### src/rtl/cpu_pkg.sv
`default_nettype none
// ============================================================================
// Module      : cpu_pkg
// Description : Opcodes, sequencer states, ALU and write-back codes, and the
//               branch-condition helper for the accumulator/register CPU.
// Revision    : 1.0 - initial release
// ============================================================================
package cpu_pkg;

   localparam int OPC_W = 5;

   localparam logic [4:0] OP_STP = 5'b00000;
   localparam logic [4:0] OP_ADR = 5'b00001;
   localparam logic [4:0] OP_SBR = 5'b00010;
   localparam logic [4:0] OP_MLR = 5'b00011;
   localparam logic [4:0] OP_XSL = 5'b00100;
   localparam logic [4:0] OP_XSR = 5'b00101;
   localparam logic [4:0] OP_BBO = 5'b00110;
   localparam logic [4:0] OP_ADI = 5'b00111;
   localparam logic [4:0] OP_SBI = 5'b01000;
   localparam logic [4:0] OP_ADM = 5'b01001;
   localparam logic [4:0] OP_SBM = 5'b01010;
   localparam logic [4:0] OP_LDI = 5'b01011;
   localparam logic [4:0] OP_LDA = 5'b01100;
   localparam logic [4:0] OP_STA = 5'b01101;
   localparam logic [4:0] OP_LDR = 5'b01110;
   localparam logic [4:0] OP_STI = 5'b01111;
   localparam logic [4:0] OP_JMP = 5'b10000;
   localparam logic [4:0] OP_JEQ = 5'b10001;
   localparam logic [4:0] OP_JNQ = 5'b10010;
   localparam logic [4:0] OP_JMR = 5'b10011;

   typedef enum logic [2:0] {
      ST_IDLE  = 3'd0,
      ST_FETCH = 3'd1,
      ST_LOAD  = 3'd2,
      ST_EXEC1 = 3'd3,
      ST_EXEC2 = 3'd4,
      ST_HALT  = 3'd5
   } state_t;

   localparam logic [2:0] ALU_ADD = 3'd0;
   localparam logic [2:0] ALU_SUB = 3'd1;
   localparam logic [2:0] ALU_MUL = 3'd2;
   localparam logic [2:0] ALU_XSL = 3'd3;
   localparam logic [2:0] ALU_XSR = 3'd4;
   localparam logic [2:0] ALU_BBO = 3'd5;

   localparam logic [1:0] WB_ALU = 2'd0;
   localparam logic [1:0] WB_IMM = 2'd1;
   localparam logic [1:0] WB_MEM = 2'd2;

   function automatic logic jump_taken(input logic [4:0] opc,
                                       input logic       eq_flag,
                                       input logic       reg_cond);
      logic taken;
      case (opc)
         OP_JMP:  taken = 1'b1;
         OP_JEQ:  taken = eq_flag;
         OP_JNQ:  taken = ~eq_flag;
         OP_JMR:  taken = reg_cond;
         default: taken = 1'b0;
      endcase
      return taken;
   endfunction

endpackage
`default_nettype wire

### src/rtl/instr_class_decode.sv
`default_nettype none
// ============================================================================
// Module      : instr_class_decode
// Description : Combinational opcode classifier with ALU / write-back /
//               address-source selection.
// Revision    : 1.0 - initial release
// ============================================================================
module instr_class_decode
   import cpu_pkg::*;
(
   input  logic [4:0] opcode,
   output logic       one_exec,
   output logic       two_exec,
   output logic       jump,
   output logic       store,
   output logic       stop,
   output logic       illegal,
   output logic [2:0] alu_op,
   output logic [1:0] wb_sel,
   output logic       addr_sel
);

   always_comb begin
      one_exec = 1'b0;
      two_exec = 1'b0;
      jump     = 1'b0;
      store    = 1'b0;
      stop     = 1'b0;
      illegal  = 1'b0;
      alu_op   = ALU_ADD;
      wb_sel   = WB_ALU;
      addr_sel = 1'b0;
      case (opcode)
         OP_ADR, OP_ADI: begin
            one_exec = 1'b1;
            alu_op   = ALU_ADD;
         end
         OP_SBR, OP_SBI: begin
            one_exec = 1'b1;
            alu_op   = ALU_SUB;
         end
         OP_MLR: begin
            one_exec = 1'b1;
            alu_op   = ALU_MUL;
         end
         OP_XSL: begin
            one_exec = 1'b1;
            alu_op   = ALU_XSL;
         end
         OP_XSR: begin
            one_exec = 1'b1;
            alu_op   = ALU_XSR;
         end
         OP_BBO: begin
            one_exec = 1'b1;
            alu_op   = ALU_BBO;
         end
         OP_LDI: begin
            one_exec = 1'b1;
            wb_sel   = WB_IMM;
         end
         OP_STA: begin
            one_exec = 1'b1;
            store    = 1'b1;
         end
         OP_STI: begin
            one_exec = 1'b1;
            store    = 1'b1;
            addr_sel = 1'b1;
         end
         // Memory-operand arithmetic adds the returned word through the ALU
         OP_ADM: begin
            two_exec = 1'b1;
            alu_op   = ALU_ADD;
         end
         OP_SBM: begin
            two_exec = 1'b1;
            alu_op   = ALU_SUB;
         end
         OP_LDA: begin
            two_exec = 1'b1;
            wb_sel   = WB_MEM;
         end
         OP_LDR: begin
            two_exec = 1'b1;
            wb_sel   = WB_MEM;
            addr_sel = 1'b1;
         end
         OP_JMP, OP_JEQ, OP_JNQ, OP_JMR: begin
            jump = 1'b1;
         end
         OP_STP: begin
            stop = 1'b1;
         end
         default: begin
            illegal = 1'b1;
         end
      endcase
   end

endmodule
`default_nettype wire

### src/rtl/control_sequencer.sv
`default_nettype none
// ============================================================================
// Module      : control_sequencer
// Description : Phase state machine, instruction register and control decode
//               with data-ready stall, halt/resume and bus timeout.
// Revision    : 1.0 - initial release
// ============================================================================
module control_sequencer
   import cpu_pkg::*;
#(
   parameter int INSTR_W  = 16,
   parameter int DATA_W   = 16,
   parameter int NREGS    = 4,
   parameter int MAX_WAIT = 15,
   localparam int RSEL_W  = $clog2(NREGS)
)(
   input  logic               clock,
   input  logic               reset,
   input  logic [INSTR_W-1:0] instr_q,
   input  logic               data_ready,
   input  logic               eq,
   input  logic               jmr_cond,
   input  logic               resume,
   output logic               instr_rden,
   output logic               data_rden,
   output logic               data_wren,
   output logic               addr_sel,
   output logic               pc_cnten,
   output logic               pc_sload,
   output logic [NREGS-1:0]   reg_wen,
   output logic [RSEL_W-1:0]  rd_sel,
   output logic [RSEL_W-1:0]  rs_sel,
   output logic [2:0]         alu_op,
   output logic [1:0]         wb_sel,
   output logic [DATA_W-1:0]  imm,
   output logic               halted,
   output logic               illegal,
   output logic               bus_error
);

   localparam int IMM_W = INSTR_W - OPC_W - 2 * RSEL_W;
   localparam int CNT_W = $clog2(MAX_WAIT + 1);
   localparam logic [CNT_W-1:0] WAIT_LIMIT = CNT_W'(MAX_WAIT - 1);

   state_t             state_q, state_d;
   logic [INSTR_W-1:0] ir_q, ir_d;
   logic [CNT_W-1:0]   wait_cnt_q, wait_cnt_d;

   logic [OPC_W-1:0]   w_opcode;
   logic [NREGS-1:0]   w_rd_onehot;
   logic               w_one_exec, w_two_exec, w_jump, w_store, w_stop, w_illegal;
   logic [2:0]         w_alu_op;
   logic [1:0]         w_wb_sel;
   logic               w_addr_sel;

   assign w_opcode    = ir_q[INSTR_W-1 -: OPC_W];
   assign rd_sel      = ir_q[INSTR_W-OPC_W-1 -: RSEL_W];
   assign rs_sel      = ir_q[INSTR_W-OPC_W-RSEL_W-1 -: RSEL_W];
   assign w_rd_onehot = {{(NREGS-1){1'b0}}, 1'b1} << rd_sel;

   generate
      if (DATA_W > IMM_W) begin : g_imm_zext
         assign imm = {{(DATA_W-IMM_W){1'b0}}, ir_q[IMM_W-1:0]};
      end else begin : g_imm_fit
         assign imm = ir_q[DATA_W-1:0];
      end
   endgenerate

   instr_class_decode u_decode (
      .opcode   (w_opcode),
      .one_exec (w_one_exec),
      .two_exec (w_two_exec),
      .jump     (w_jump),
      .store    (w_store),
      .stop     (w_stop),
      .illegal  (w_illegal),
      .alu_op   (w_alu_op),
      .wb_sel   (w_wb_sel),
      .addr_sel (w_addr_sel)
   );

   always_ff @(posedge clock or posedge reset) begin
      if (reset) begin
         state_q    <= ST_IDLE;
         ir_q       <= '0;
         wait_cnt_q <= '0;
      end else begin
         state_q    <= state_d;
         ir_q       <= ir_d;
         wait_cnt_q <= wait_cnt_d;
      end
   end

   // Counter defaults to zero so it is already clear on every EXEC2 entry
   always_comb begin
      state_d    = state_q;
      ir_d       = ir_q;
      wait_cnt_d = '0;
      instr_rden = 1'b0;
      data_rden  = 1'b0;
      data_wren  = 1'b0;
      addr_sel   = 1'b0;
      pc_cnten   = 1'b0;
      pc_sload   = 1'b0;
      reg_wen    = '0;
      alu_op     = ALU_ADD;
      wb_sel     = WB_ALU;
      halted     = 1'b0;
      illegal    = 1'b0;
      bus_error  = 1'b0;

      case (state_q)
         ST_IDLE: begin
            state_d = ST_FETCH;
         end
         ST_FETCH: begin
            instr_rden = 1'b1;
            state_d    = ST_LOAD;
         end
         ST_LOAD: begin
            ir_d    = instr_q;
            state_d = ST_EXEC1;
         end
         ST_EXEC1: begin
            state_d  = ST_FETCH;
            alu_op   = w_alu_op;
            wb_sel   = w_wb_sel;
            addr_sel = w_addr_sel;
            if (w_illegal) begin
               illegal  = 1'b1;
               pc_cnten = 1'b1;
            end else if (w_stop) begin
               state_d = ST_HALT;
            end else if (w_jump) begin
               if (jump_taken(w_opcode, eq, jmr_cond)) begin
                  pc_sload = 1'b1;
               end else begin
                  pc_cnten = 1'b1;
               end
            end else if (w_two_exec) begin
               data_rden = 1'b1;
               state_d   = ST_EXEC2;
            end else if (w_store) begin
               data_wren = 1'b1;
               pc_cnten  = 1'b1;
            end else if (w_one_exec) begin
               reg_wen  = w_rd_onehot;
               pc_cnten = 1'b1;
            end
         end
         ST_EXEC2: begin
            alu_op   = w_alu_op;
            wb_sel   = w_wb_sel;
            addr_sel = w_addr_sel;
            // A ready arriving on the final allowed cycle still completes the load
            if (data_ready) begin
               reg_wen  = w_rd_onehot;
               pc_cnten = 1'b1;
               state_d  = ST_FETCH;
            end else if (wait_cnt_q == WAIT_LIMIT) begin
               bus_error = 1'b1;
               pc_cnten  = 1'b1;
               state_d   = ST_FETCH;
            end else begin
               wait_cnt_d = wait_cnt_q + 1'b1;
               state_d    = ST_EXEC2;
            end
         end
         ST_HALT: begin
            halted = 1'b1;
            if (resume) begin
               pc_cnten = 1'b1;
               state_d  = ST_FETCH;
            end
         end
         default: begin
            state_d = ST_IDLE;
         end
      endcase
   end

endmodule
`default_nettype wire
### config.mk
export PLATFORM = sky130hd
export DESIGN_NAME = control_sequencer
export DESIGN_NICKNAME = d
export VERILOG_FILES = /design/src/rtl/cpu_pkg.sv /design/src/rtl/instr_class_decode.sv /design/src/rtl/control_sequencer.sv
export SDC_FILE = /design/constraint.sdc
export NUM_CORES = 1
export LEC_CHECK = 0
export ABC_CLOCK_PERIOD_IN_PS = 1400
export BUFFER_PORTS_ARGS = -buffer_cell sky130_fd_sc_hd__buf_2
export CORE_AREA = 2 2 62 64
export DETAILED_ROUTE_END_ITERATION = 10
export DIE_AREA = 0 0 64 66
export PLACE_DENSITY = 0.73
export SETUP_SLACK_MARGIN = 0.5
export SLEW_MARGIN = 40
export SYNTH_ARGS = -nofsm -noshare
export SYNTH_HDL_FRONTEND = slang
export SYNTH_SLANG_ARGS = --single-unit
### constraint.sdc
create_clock -name clock -period 1.4 [get_ports clock]
set_input_delay 0.28 -clock clock [delete_from_list [all_inputs] [get_ports clock]]
set_output_delay 0.28 -clock clock [all_outputs]
set_load 0.01 [all_outputs]
# Word-level counts from Yosys, hierarchy flattened
# Cells that the tools add are included.
# totals
reg_bits,23
out_inout_bits,38
elab_cells,111
# op_classes
addsub,1
eq_ne,26
shift,1
muxes,68
n_bitwise,1
n_reduce_logical,11
# ops
operator,count
two-way mux 1 bit,43
"== test 5 x 4 -> 1 bit, second input constant",8
two-way mux 4 bit,10
two-way mux 3 bit,8
"== test 5 x 3 -> 1 bit, second input constant",4
"== test 5 bit, second input constant",4
OR reduction 20 bit,1
one-hot mux 3 bit (6 select lines),1
one-hot mux 3 bit (5 select lines),1
OR reduction 11 bit,1
"== test 5 x 2 -> 1 bit, second input constant",2
one-hot mux 4 bit (2 select lines),1
OR reduction 2 bit,4
OR reduction 4 bit,2
"== test 3 x 2 -> 1 bit, second input constant",2
"== test 3 bit, second input constant",2
"== test 5 x 1 -> 1 bit, second input constant",1
zero test 5 bit,1
"adder 4 x 1 -> 4 bit, second input constant",1
"== test 4 bit, second input constant",1
one-hot mux 1 bit (4 select lines),1
one-hot mux 2 bit (2 select lines),1
"left shift 1 x 2 -> 4 bit, first input constant",1
"== test 3 x 1 -> 1 bit, second input constant",1
6 further kinds,6

# Logic depth before layout (Yosys ltp)
# Gate-level depths: netlist of run 1.
# depth
word_depth,12
ltp_mapped,6

# By module
# Synthesis of run 1 repeated with hierarchy kept, for this count alone.
# unflattened
cells_unflattened,154
hier_area_um2,1576.5
# by_module_without_submodules
mod,instances,cells_per_inst,area_per_inst_um2,seq_area_each_um2
control_sequencer,1,125,1360.1,575.6
instr_class_decode,1,29,216.5,0.0

# Worst setup path before layout of run 1
# OpenSTA, ideal clock, no wires.
# synth_timing
path_type,flip-flop to output port
start,register ir_q[13]
end,output reg_wen[1]
arrival_time_ns,1.385
required_time_ns,1.120
setup_slack_ns,-0.265
stages_incl_launch_ff,6
n_path_buf,1
cell_sequence,dfrtp_1 > buf_4 > or2_2 > o22ai_1 > a32oi_1 > nor3b_1
# synth_between
elab_chain_len,10
word_cells_on_any_way,37
cone_classes,19 x eq/ne; 12 x mux; 6 x reduce/logical
# synth_lines
element,line,rtl
from (decl),control_sequencer.sv:46,"logic [INSTR_W-1:0] ir_q, ir_d;"
from (signal assigned),control_sequencer.sv:89,ir_q <= ir_d;
== test 5 x 1 -> 1 bit (tied with other cells),instr_class_decode.sv:33,case (opcode)
OR reduction 11 bit (no line),-,
two-way mux 1 bit,instr_class_decode.sv:33,
two-way mux 4 bit,control_sequencer.sv:146,end else if (w_one_exec) begin
two-way mux 4 bit,control_sequencer.sv:143,end else if (w_store) begin
two-way mux 4 bit,control_sequencer.sv:140,end else if (w_two_exec) begin
two-way mux 4 bit,control_sequencer.sv:134,end else if (w_jump) begin
two-way mux 4 bit,control_sequencer.sv:132,end else if (w_stop) begin
two-way mux 4 bit *,control_sequencer.sv:129,if (w_illegal) begin
one-hot mux 4 bit (2 select lines) *,control_sequencer.sv:112,case (state_q)
to (decl),control_sequencer.sv:30,"output logic [NREGS-1:0] reg_wen,"
# Every way passes the cells marked *; elsewhere a longest branch is shown, timed or not.

# Worst setup path in the final report of run 1
# layout_timing
start,register state_q[0]
end,output alu_op[0]
# layout_between
elab_chain_len,3
word_cells_on_any_way,4
cone_classes,2 x eq/ne; 1 x mux; 1 x reduce/logical
# layout_lines
element,line,rtl
from (decl),control_sequencer.sv:45,"state_t state_q, state_d;"
from (signal assigned),control_sequencer.sv:88,state_q <= state_d;
== test 3 bit / == test 3 x 2 -> 1 bit (equally long branches),control_sequencer.sv:112,
OR reduction 2 bit (no line) *,-,
two-way mux 3 bit *,control_sequencer.sv:112,
to (decl),control_sequencer.sv:33,"output logic [2:0] alu_op,"
# Marks and branches as above.

==> impl_metrics.toml, run 1 <==
[run_status]
status = "finished with violations"
violations = "negative setup slack"

[job]
drv_cap = 0

[grt]
grt_max_degree = 24
grt_pass1_wl_mm = 6.37
gr-total-overflow = 0
gr-usage-all-layers = 0.194
grt_pass1_vias = 1337
antenna_found_initial = 0

[power]
switchingPower_mw = 2.02
switching_share = 0.388
pwr-share-clk = 0.060
combPwrFrac = 0.692
p_seq_frac = 0.249
powerDensity_mw_per_mm2 = 2200
ir_worst_vdd_mv = 1.05
internal_power_mw = 3.18
design_power_total_mw = 5.19
leakagePower_nw = 1.13

[synthesis]
yosys.area.top_type = "dfrtp_1"
yosysSeqAreaShare = 0.398
synth-xor-area-share = 0.0121
synth-edff-count = 0
ys_top_cells_by_area = "dfrtp_1 40%, buf_4 12%, mux2_2 12%, nor2_1 2.9%, nor3_1 2.8%"
syn_inst = 143
yosys.area_share.simple = 0.201
synth_compound_area_frac = 0.0812
ys_ff_latch = 23
yosysWarnings = 0
syn_area_mm2 = 0.00145
synthTopCellsByCount = "23 x buf_4, 23 x dfrtp_1, 15 x mux2_2"
synthAdderAreaFrac = 0.0173
synth_mux_area_frac = 0.124
synth_ff_type = "dfrtp_1"
yosys.cell_types.count = 40
synth_top_family_by_area = "simple AND/OR/NAND/NOR gates"
async_flop_share = 1.00
synth_top_area_frac = 0.398
syn_avg_cell_area_um2 = 10.1

[sta]
hold_viol_final = 0
grt_setup_unrepaired = "true"
layout_setup_ws_ns = -0.630
slew_viol_final = 0
setup_violations = 37
layout_min_cycle_time_ns = 2.03
skew_ns = 0.00426
fin_crit_sh = 1.45
timing.fmax_mhz = 493

[finish]
drive_gt1_frac = 0.732
fillers = 300
post-route-util = 0.666
layout.nets = 253
seq_area_um2 = 583
antenna_cells = 0
final_area_mm2 = 0.00236
syn_to_final_growth_pct = 63.3
multi_input_area_um2 = 932

[critical_path]
worst_setup_path_start_kind = "flop"
end_kind = "primary output"
worst_ep_arrival_time_ns = 1.75
regToRegStartpoint = "state_q[0]$_DFFE_PP0P_"
crit_type = "flop to primary output"
reg2reg_to = "ir_q[3]$_DFFE_PP0P_"
crit_chain = "or3_4, a21o_4, nor4b_4, buf_2"
reg2reg_depth = 6
worst-r2r-setup-slack_ns = -0.12
max_stage_delay_ns = 0.42
worstPathMaxFanout = 6
crit_required_ns = 1.12
critPathSlowestCell = "dfrtp_1"
crit_family = "simple AND/OR/NAND/NOR gates"
cp.buffers_inverters = 1

[routing]
ant_nets = 0
drc_errors = 0
totalWireLength_mm = 3.93
vias = 1335
wl_per_cell_um = 14.3
drtIter0Drc = 46
avgViaCountPerCell = 4.84
first_pass_iters = 4

[clock_tree]
numCtsBuffers = 3
htreeDepth = 1
cts-root-buf = "clkbuf_4"
clk_latency_ns = 0.31
clockBufferDepth = 2
clk_pin_slew_ns = 0.13
cts_tree = "built"
cts.sinks = 23

[die]
die_w_um = 64
initial_utilization = 0.408
ioPinCount = 60
core.rowCount = 22
die_h_um = 66
dieArea_mm2 = 0.00422
core_area_mm2 = 0.00355

[place]
io_buffers = 50
gp_congestion = 0.770
place_area_mm2 = 0.00187
hpwl_mm = 2.53

[min_path]
whs_path_depth = 2
hp-class = "primary input to flop"
min_from = "instr_q[6]"
hold_path_end = "ir_q[6]$_DFFE_PP0P_"
cells by family after synthesis:
family / Yosys count
adders and majority gates: 2
xor gates and xnor gates: 2
and+or+nand+nor: 48
other: 1
DFF: 23
AOI/OAI and AO/OA: 17
muxes: 16
buffers and inverters: 34
how the worst max path moves through the flow:
stage	slack, ns	cells after the start	endpoint	from
floorplan	-0.18	4	alu_op[0]	state_q[2]$_DFFE_PP0P_
global placement	-0.27	5	reg_wen[1]	ir_q[12]$_DFFE_PP0P_
detailed placement	-0.30	5	reg_wen[1]	ir_q[12]$_DFFE_PP0P_
CTS	-0.64	5	alu_op[0]	state_q[2]$_DFFE_PP0P_
global route	-0.76	6	reg_wen[2]	ir_q[11]$_DFFE_PP0P_
finish	-0.63	4	alu_op[0]	state_q[0]$_DFFE_PP0P_
metrics by stage:
| stage | setup TNS, ns | instances | worst slack [ns] | hold slack (ns) |
|---|---|---|---|---|
| finish | -11.05 | 276 | -0.630 | 0.192 |
| global route | -14.01 | 276 | -0.764 | 0.169 |
| CTS | -9.41 | 265 | -0.638 | 0.179 |
| detailed placement | -5.96 | 251 | -0.303 | 0.339 |
| global placement | -5.11 | 251 | -0.268 | 0.329 |
| floorplan | -1.62 | 151 | -0.184 | 0.282 |
registers in the layout, indices dropped and copies added (netlist names):
name / flops
ir_q: 16
wait_cnt_q: 4
state_q: 3
final cells by class:
type | instances | share of cell area
Clock inverter | 1 | 0.00318
Multi-Input combinational cell | 96 | 0.394
Timing Repair Buffer | 98 | 0.308
Inverter | 7 | 0.0132
Sequential cell | 23 | 0.247
Tap cell | 48 | 0.0254
Clock buffer | 3 | 0.00953
metal layers:
| layer | part of all wire | track usage | vias to the layer above |
|---|---|---|---|
| li1 | - | - | 637 |
| met1 | 0.43 | 0.241 | 643 |
| met2 | 0.51 | 0.357 | 53 |
| met3 | 0.062 | 0.0256 | 2 |
| met4 | 0.0036 | 0.0408 | 0 |
| met5 | 0 | 0 | - |
power by group through the flow:
stage	Combinational [mW]	Clock [mW]	Sequential [mW]
6_report	3.59	0.309	1.29
5_1_grt	3.85	0.356	1.34
4_1_cts	3.10	0.325	1.28
3_5_place_dp	2.40	0	1.24
3_3_place_gp	2.35	0	1.24
2_1_floorplan	1.84	0	1.15
placed cells by master (no fill, tap or decap), drive strengths merged, types with 2 or more instances in the layout:
cell    instances
buf            97
dfrtp          23
mux2           15
nor2           11
conb            9
nor3            9
inv             6
nand2           5
and3            4
nand3           4
a21oi           4
nor3b           4
nor2b           3
clkbuf          3
or3             3
o21ai           3
o221ai          2
or2             2
a31oi           2
a21o            2
nor4b           2
ha              2
repair_timing:
item | CTS | global route
setup endpoints to repair | 52 | 52
pin swaps | 21 | 9
endpoints found under the hold margin | 23 | 0
cloned | 2 | 0
setup buffers | 7 | 11
hold buffers | 1 | 0
gates resized for setup | 54 | 24
(Power assumes the default switching activity.)
==> run 2: changes to the inputs <==
- CORE_AREA: 2 2 62 64 -> 2 2 73 54
- DIE_AREA: 0 0 64 66 -> 0 0 75 56
- PLACE_DENSITY: 0.73 -> 0.75
==> run 2 against run 1 <==
The run still ends with negative setup slack left. Final cell count shrank 2.2%. Global-route usage shrank 1.4 points. Via count shrank 1.2%. Hold slack lost 0.14 ns. Critical path depth grew 1. Sequential share of layout area grew 0.80 points. Utilization shrank 0.11 points. Fmax grew 2.4%. Sequential power is essentially flat. Flip-flop and latch count is the same. First-iteration DRC count shrank 15%.
==> impl_metrics.toml, run 2 (synthesis results as in run 1) <==
[run_status]
status = "finished with violations"
violations = "negative setup slack"

[clock_tree]
cts_hold_buf = 0
clk_latency_ns = 0.26
clockBufferDepth = 2
htreeDepth = 1
cts-root-buf = "clkbuf_8"
cts_tree = "built"
clk_pin_slew_ns = 0.08
cts.sinks = 23
numCtsBuffers = 3

[grt]
gr-usage-all-layers = 0.180
antenna_found_initial = 0
grt_max_degree = 24
grt_pass1_vias = 1332
gr-total-overflow = 0
grt_pass1_wl_mm = 5.95

[sta]
setup_violations = 20
timing.fmax_mhz = 505
fin_crit_sh = 1.42
layout_min_cycle_time_ns = 1.98
layout_setup_ws_ns = -0.582
slew_viol_final = 0
grt_setup_unrepaired = "true"
setup_tns_ns = -9.07
hold_viol_final = 0
skew_ns = 0.00208
holdWs_ns = 0.0483

[critical_path]
worst_ep_arrival_time_ns = 1.70
worstPathMaxFanout = 6
crit_chain = "inv_2, or3_4, a21o_4, nor4b_4, buf_2"
cp.buffers_inverters = 2
worst-r2r-setup-slack_ns = -0.21
worst_setup_path_start_kind = "flop"
crit_type = "flop to primary output"
max_stage_delay_ns = 0.39
end_kind = "primary output"
crit_required_ns = 1.12
critPathSlowestCell = "dfrtp_1"
crit_family = "simple AND/OR/NAND/NOR gates"

[place]
gp_congestion = 0.784
preCtsSetupSlack_ns = -0.297
hpwl_mm = 2.29
io_buffers = 50
place_area_mm2 = 0.00186

[finish]
multi_input_area_um2 = 946
layout.nets = 245
largest_reg_flops = 16
fillers = 270
final_area_mm2 = 0.00229
drive_gt1_frac = 0.736
syn_to_final_growth_pct = 58.2
seq_area_um2 = 583
antenna_cells = 0
reg_top3 = "ir_q: 16 flops, wait_cnt_q: 4 flops, state_q: 3 flops"
regMostFlops = "ir_q"
final_cell_mix = "46 x buf_2, 28 x buf_4, 17 x dfrtp_1"
layout_commonest_cell = "buf_2"

[routing]
drc_errors = 0
ant_nets = 0
first_pass_iters = 4
drtIter0Drc = 39
wl_per_cell_um = 14.4
vias = 1319
avgViaCountPerCell = 4.89
totalWireLength_mm = 3.90

[die]
dieArea_mm2 = 0.00420
core.rowCount = 18
die_h_um = 56
ioPinCount = 60
core_area_mm2 = 0.00345
die_w_um = 75
initial_utilization = 0.420

[min_path]
hp-class = "primary input to asynchronous set/reset pin"

[job]
drv_cap = 0

[power]
leakagePower_nw = 1.08
ir_worst_vdd_mv = 1.52
powerDensity_mw_per_mm2 = 2260
[run 2: cell count changes in the layout (fill, tap and decap cells not counted), sizes merged]
cell,change
dlygate4sd3,-1
clkinvlp,-1
buf,-7
inv,+1
[run 2: final cells by class]
type                            instances  area share
Clock buffer                            3      0.0180
Clock inverter                          1     0.00219
Inverter                                7      0.0137
Multi-Input combinational cell         96       0.413
Sequential cell                        23       0.255
Tap cell                               50      0.0273
Timing Repair Buffer                   90       0.271
[run 2: repair_timing]
| item | 4_1_cts | 5_1_grt |
|---|---|---|
| endpoints found under the setup margin | 52 | 52 |
| gates resized for setup | 40 | 29 |
| setup buffers | 12 | 1 |
| pin swaps | 15 | 7 |
| cloned | 2 | 0 |
[run 2: worst paths after layout]
path | from | cells after the start | to
max | state_q[2]$_DFFE_PP0P_ | 5 | alu_op[0]
max reg2reg | ir_q[12]$_DFFE_PP0P_ | 5 | state_q[2]$_DFFE_PP0P_
min reg2reg | ir_q[0]$_DFFE_PP0P_ | 1 | ir_q[0]$_DFFE_PP0P_
min | reset | 3 | ir_q[2]$_DFFE_PP0P_
max in group asynchronous | reset | 3 | ir_q[9]$_DFFE_PP0P_
min in group clock | instr_q[12] | 3 | ir_q[12]$_DFFE_PP0P_
[run 2: worst register-to-register path: stages, from the launching register on]
cell	delay (ns)
dfrtp_2	0.46
or3_4	0.40
nand4b_1	0.18
buf_4	0.15
a21boi_4	0.17
o221ai_2	0.12
[run 2: power breakdown]
group	internal, mW	switching (mW)
registers	0.970	0.338
clock network	0.198	0.211
logic	1.96	1.50
[run 2: routing by layer]
metal	routed length, um	up-vias	track usage
li1	-	627	-
met1	1740	651	0.228
met2	1980	39	0.317
met3	162	2	0.0344
met4	12	0	0.0306
met5	0	-	0
[run 2: stage by stage]
step / util / total power [mW] / instances
finish: 0.664 / 5.18 / 270
global route: 0.664 / 5.49 / 270
global placement: 0.540 / 3.55 / 251
detailed placement: 0.540 / 3.59 / 251
floorplan: - / 2.99 / 151
CTS: 0.627 / 4.75 / 269
==> run 3: changes to the inputs <==
- BUFFER_PORTS_ARGS: -buffer_cell sky130_fd_sc_hd__buf_2 -> -buffer_cell sky130_fd_sc_hd__clkbuf_2
==> run 3 against run 2 <==
The flow still finishes with violations (negative setup slack). Power grew 8.2%. Fmax is 1.3% lower. Largest power group unchanged. Final area is 5.5% higher. Register-to-register slack worse by 0.10 ns. Critical path depth did not move. Flip-flop and latch count did not move.
==> impl_metrics.toml, run 3 (synthesis results as in run 1) <==
[sta]
setup_violations = 31
timing.fmax_mhz = 498
holdWs_ns = 0.0338
layout_setup_ws_ns = -0.608
hold_viol_final = 0
fin_crit_sh = 1.43
skew_ns = 0.00695
layout_min_cycle_time_ns = 2.01
grt_setup_unrepaired = "true"
slew_viol_final = 0

[run_status]
violations = "negative setup slack"
status = "finished with violations"

[finish]
reg_top3 = "ir_q: 16 flops, wait_cnt_q: 4 flops, state_q: 3 flops"
fillers = 254
final_area_mm2 = 0.00241
drive_gt1_frac = 0.756
antenna_cells = 0
largest_reg_flops = 16
syn_to_final_growth_pct = 66.8
final_cell_mix = "37 x buf_4, 25 x clkbuf_2, 23 x buf_2"
regMostFlops = "ir_q"
instances_no_fill = 284
layout_commonest_cell = "buf_4"
layout.nets = 259

[critical_path]
crit_family = "simple AND/OR/NAND/NOR gates"
worst_ep_arrival_time_ns = 1.73
critPathSlowestCell = "dfrtp_1"
cp.buffers_inverters = 1
max_stage_delay_ns = 0.41
end_kind = "primary output"
crit_chain = "nand3b_1, a21oi_2, a32oi_4, nor3b_2, clkbuf_2"
worst_setup_path_start_kind = "flop"
crit_type = "flop to primary output"
worstPathMaxFanout = 4
crit_required_ns = 1.12

[die]
ioPinCount = 60
initial_utilization = 0.420
core_area_mm2 = 0.00345
die_w_um = 75
dieArea_mm2 = 0.00420
core.rowCount = 18
die_h_um = 56

[routing]
drtIter0Drc = 55
avgViaCountPerCell = 4.86
wl_per_cell_um = 14.6
totalWireLength_mm = 4.15
ant_nets = 0
vias = 1381
drc_errors = 0
first_pass_iters = 4

[clock_tree]
cts.sinks = 23
cts_tree = "built"
numCtsBuffers = 3
htreeDepth = 1
cts-root-buf = "clkbuf_8"
clk_pin_slew_ns = 0.08
clk_latency_ns = 0.26
clockBufferDepth = 2

[power]
leakagePower_nw = 1.18
powerDensity_mw_per_mm2 = 2320
ir_worst_vdd_mv = 1.62

[grt]
gr-total-overflow = 0
gr-usage-all-layers = 0.195
antenna_found_initial = 0
grt_pass1_vias = 1294
grt_max_degree = 24
grt_pass1_wl_mm = 6.35

[place]
io_buffers = 50
hpwl_mm = 2.39
place_area_mm2 = 0.00186
preCtsSetupSlack_ns = -0.315
place_inst = 251
gp_congestion = 0.760

[job]
drv_cap = 0

[min_path]
hp-class = "primary input to asynchronous set/reset pin"
## run 3: cell count changes in the layout (fill, tap and decap cells not counted), moves of 2 or more
cell,before,now
clkbuf_2,0,25
buf_2,46,23
buf_4,28,37
a21oi_1,3,1
a21oi_2,1,3
buf_6,16,18
nor3b_1,2,0
nor3b_2,2,4
## run 3: path summary, 6_finish.rpt
check | startpoint | to | slack [ns] | cells after the start
hold / removal | reset | ir_q[0]$_DFFE_PP0P_ | 0.03 | 3
max in group asynchronous | reset | ir_q[13]$_DFFE_PP0P_ | 1.12 | 3
setup / recovery | state_q[2]$_DFFE_PP0P_ | reg_wen[2] | -0.61 | 5
hold reg to reg | ir_q[2]$_DFFE_PP0P_ | ir_q[2]$_DFFE_PP0P_ | 0.52 | 1
setup reg to reg | ir_q[13]$_DFFE_PP0P_ | state_q[2]$_DFFE_PP0P_ | -0.31 | 7
min in group clock | instr_q[12] | ir_q[12]$_DFFE_PP0P_ | 0.24 | 3
## run 3: cell type report
| class | count | area (um2) | area share |
|---|---|---|---|
| repair buffers | 103 | 721 | 0.298 |
| inverters | 7 | 28.8 | 0.0119 |
| clock buffers | 4 | 45.0 | 0.0187 |
| flip-flops and latches | 23 | 583 | 0.241 |
| multi-input cells | 97 | 975 | 0.404 |
| well taps | 50 | 62.6 | 0.0259 |
## run 3: what timing repair did
item / CTS / global route
pin swaps: 12 / 14
endpoints found under the hold margin: 0 / 0
hold buffers: 0 / 0
resized for setup: 56 / 45
setup buffers: 11 / 15
cloned: 3 / 0
endpoints found under the setup margin: 52 / 52
## run 3: stage by stage
| stage | utilization | TNS [ns] | power [mW] |
|---|---|---|---|
| after floorplan | - | -1.62 | 2.99 |
| after global placement | 0.540 | -5.21 | 3.56 |
| after detailed placement | 0.540 | -6.00 | 3.62 |
| after CTS | 0.648 | -8.80 | 5.00 |
| after global routing | 0.701 | -11.45 | 5.92 |
| final | 0.701 | -9.63 | 5.61 |
## run 3: report_power, final
part	switching, mW	internal [mW]	leakage [nW]	total [mW]
clock network	0.212	0.203	0.0228	0.415
registers	0.305	0.970	0.276	1.27
logic	1.68	2.24	0.878	3.92
total	2.19	3.41	1.18	5.61
## run 3: worst register-to-register path: cells and delay by family (launching register included)
family	cells	cell delay (ns)
buffers and inverters	3	0.39
and+or+nand+nor	2	0.48
DFF	1	0.45
AOI/OAI and AO/OA	2	0.28
## run 3: per-layer routing
| metal | track usage | wire length, um | part of all wire | vias to the layer above |
|---|---|---|---|---|
| met5 | 0 | 0 | 0 | - |
| met2 | 0.325 | 2110 | 0.51 | 39 |
| met1 | 0.268 | 1840 | 0.44 | 686 |
| li1 | - | - | - | 656 |
| met4 | 0.0153 | 0 | 0 | 0 |
| met3 | 0.0417 | 193 | 0.047 | 0 |
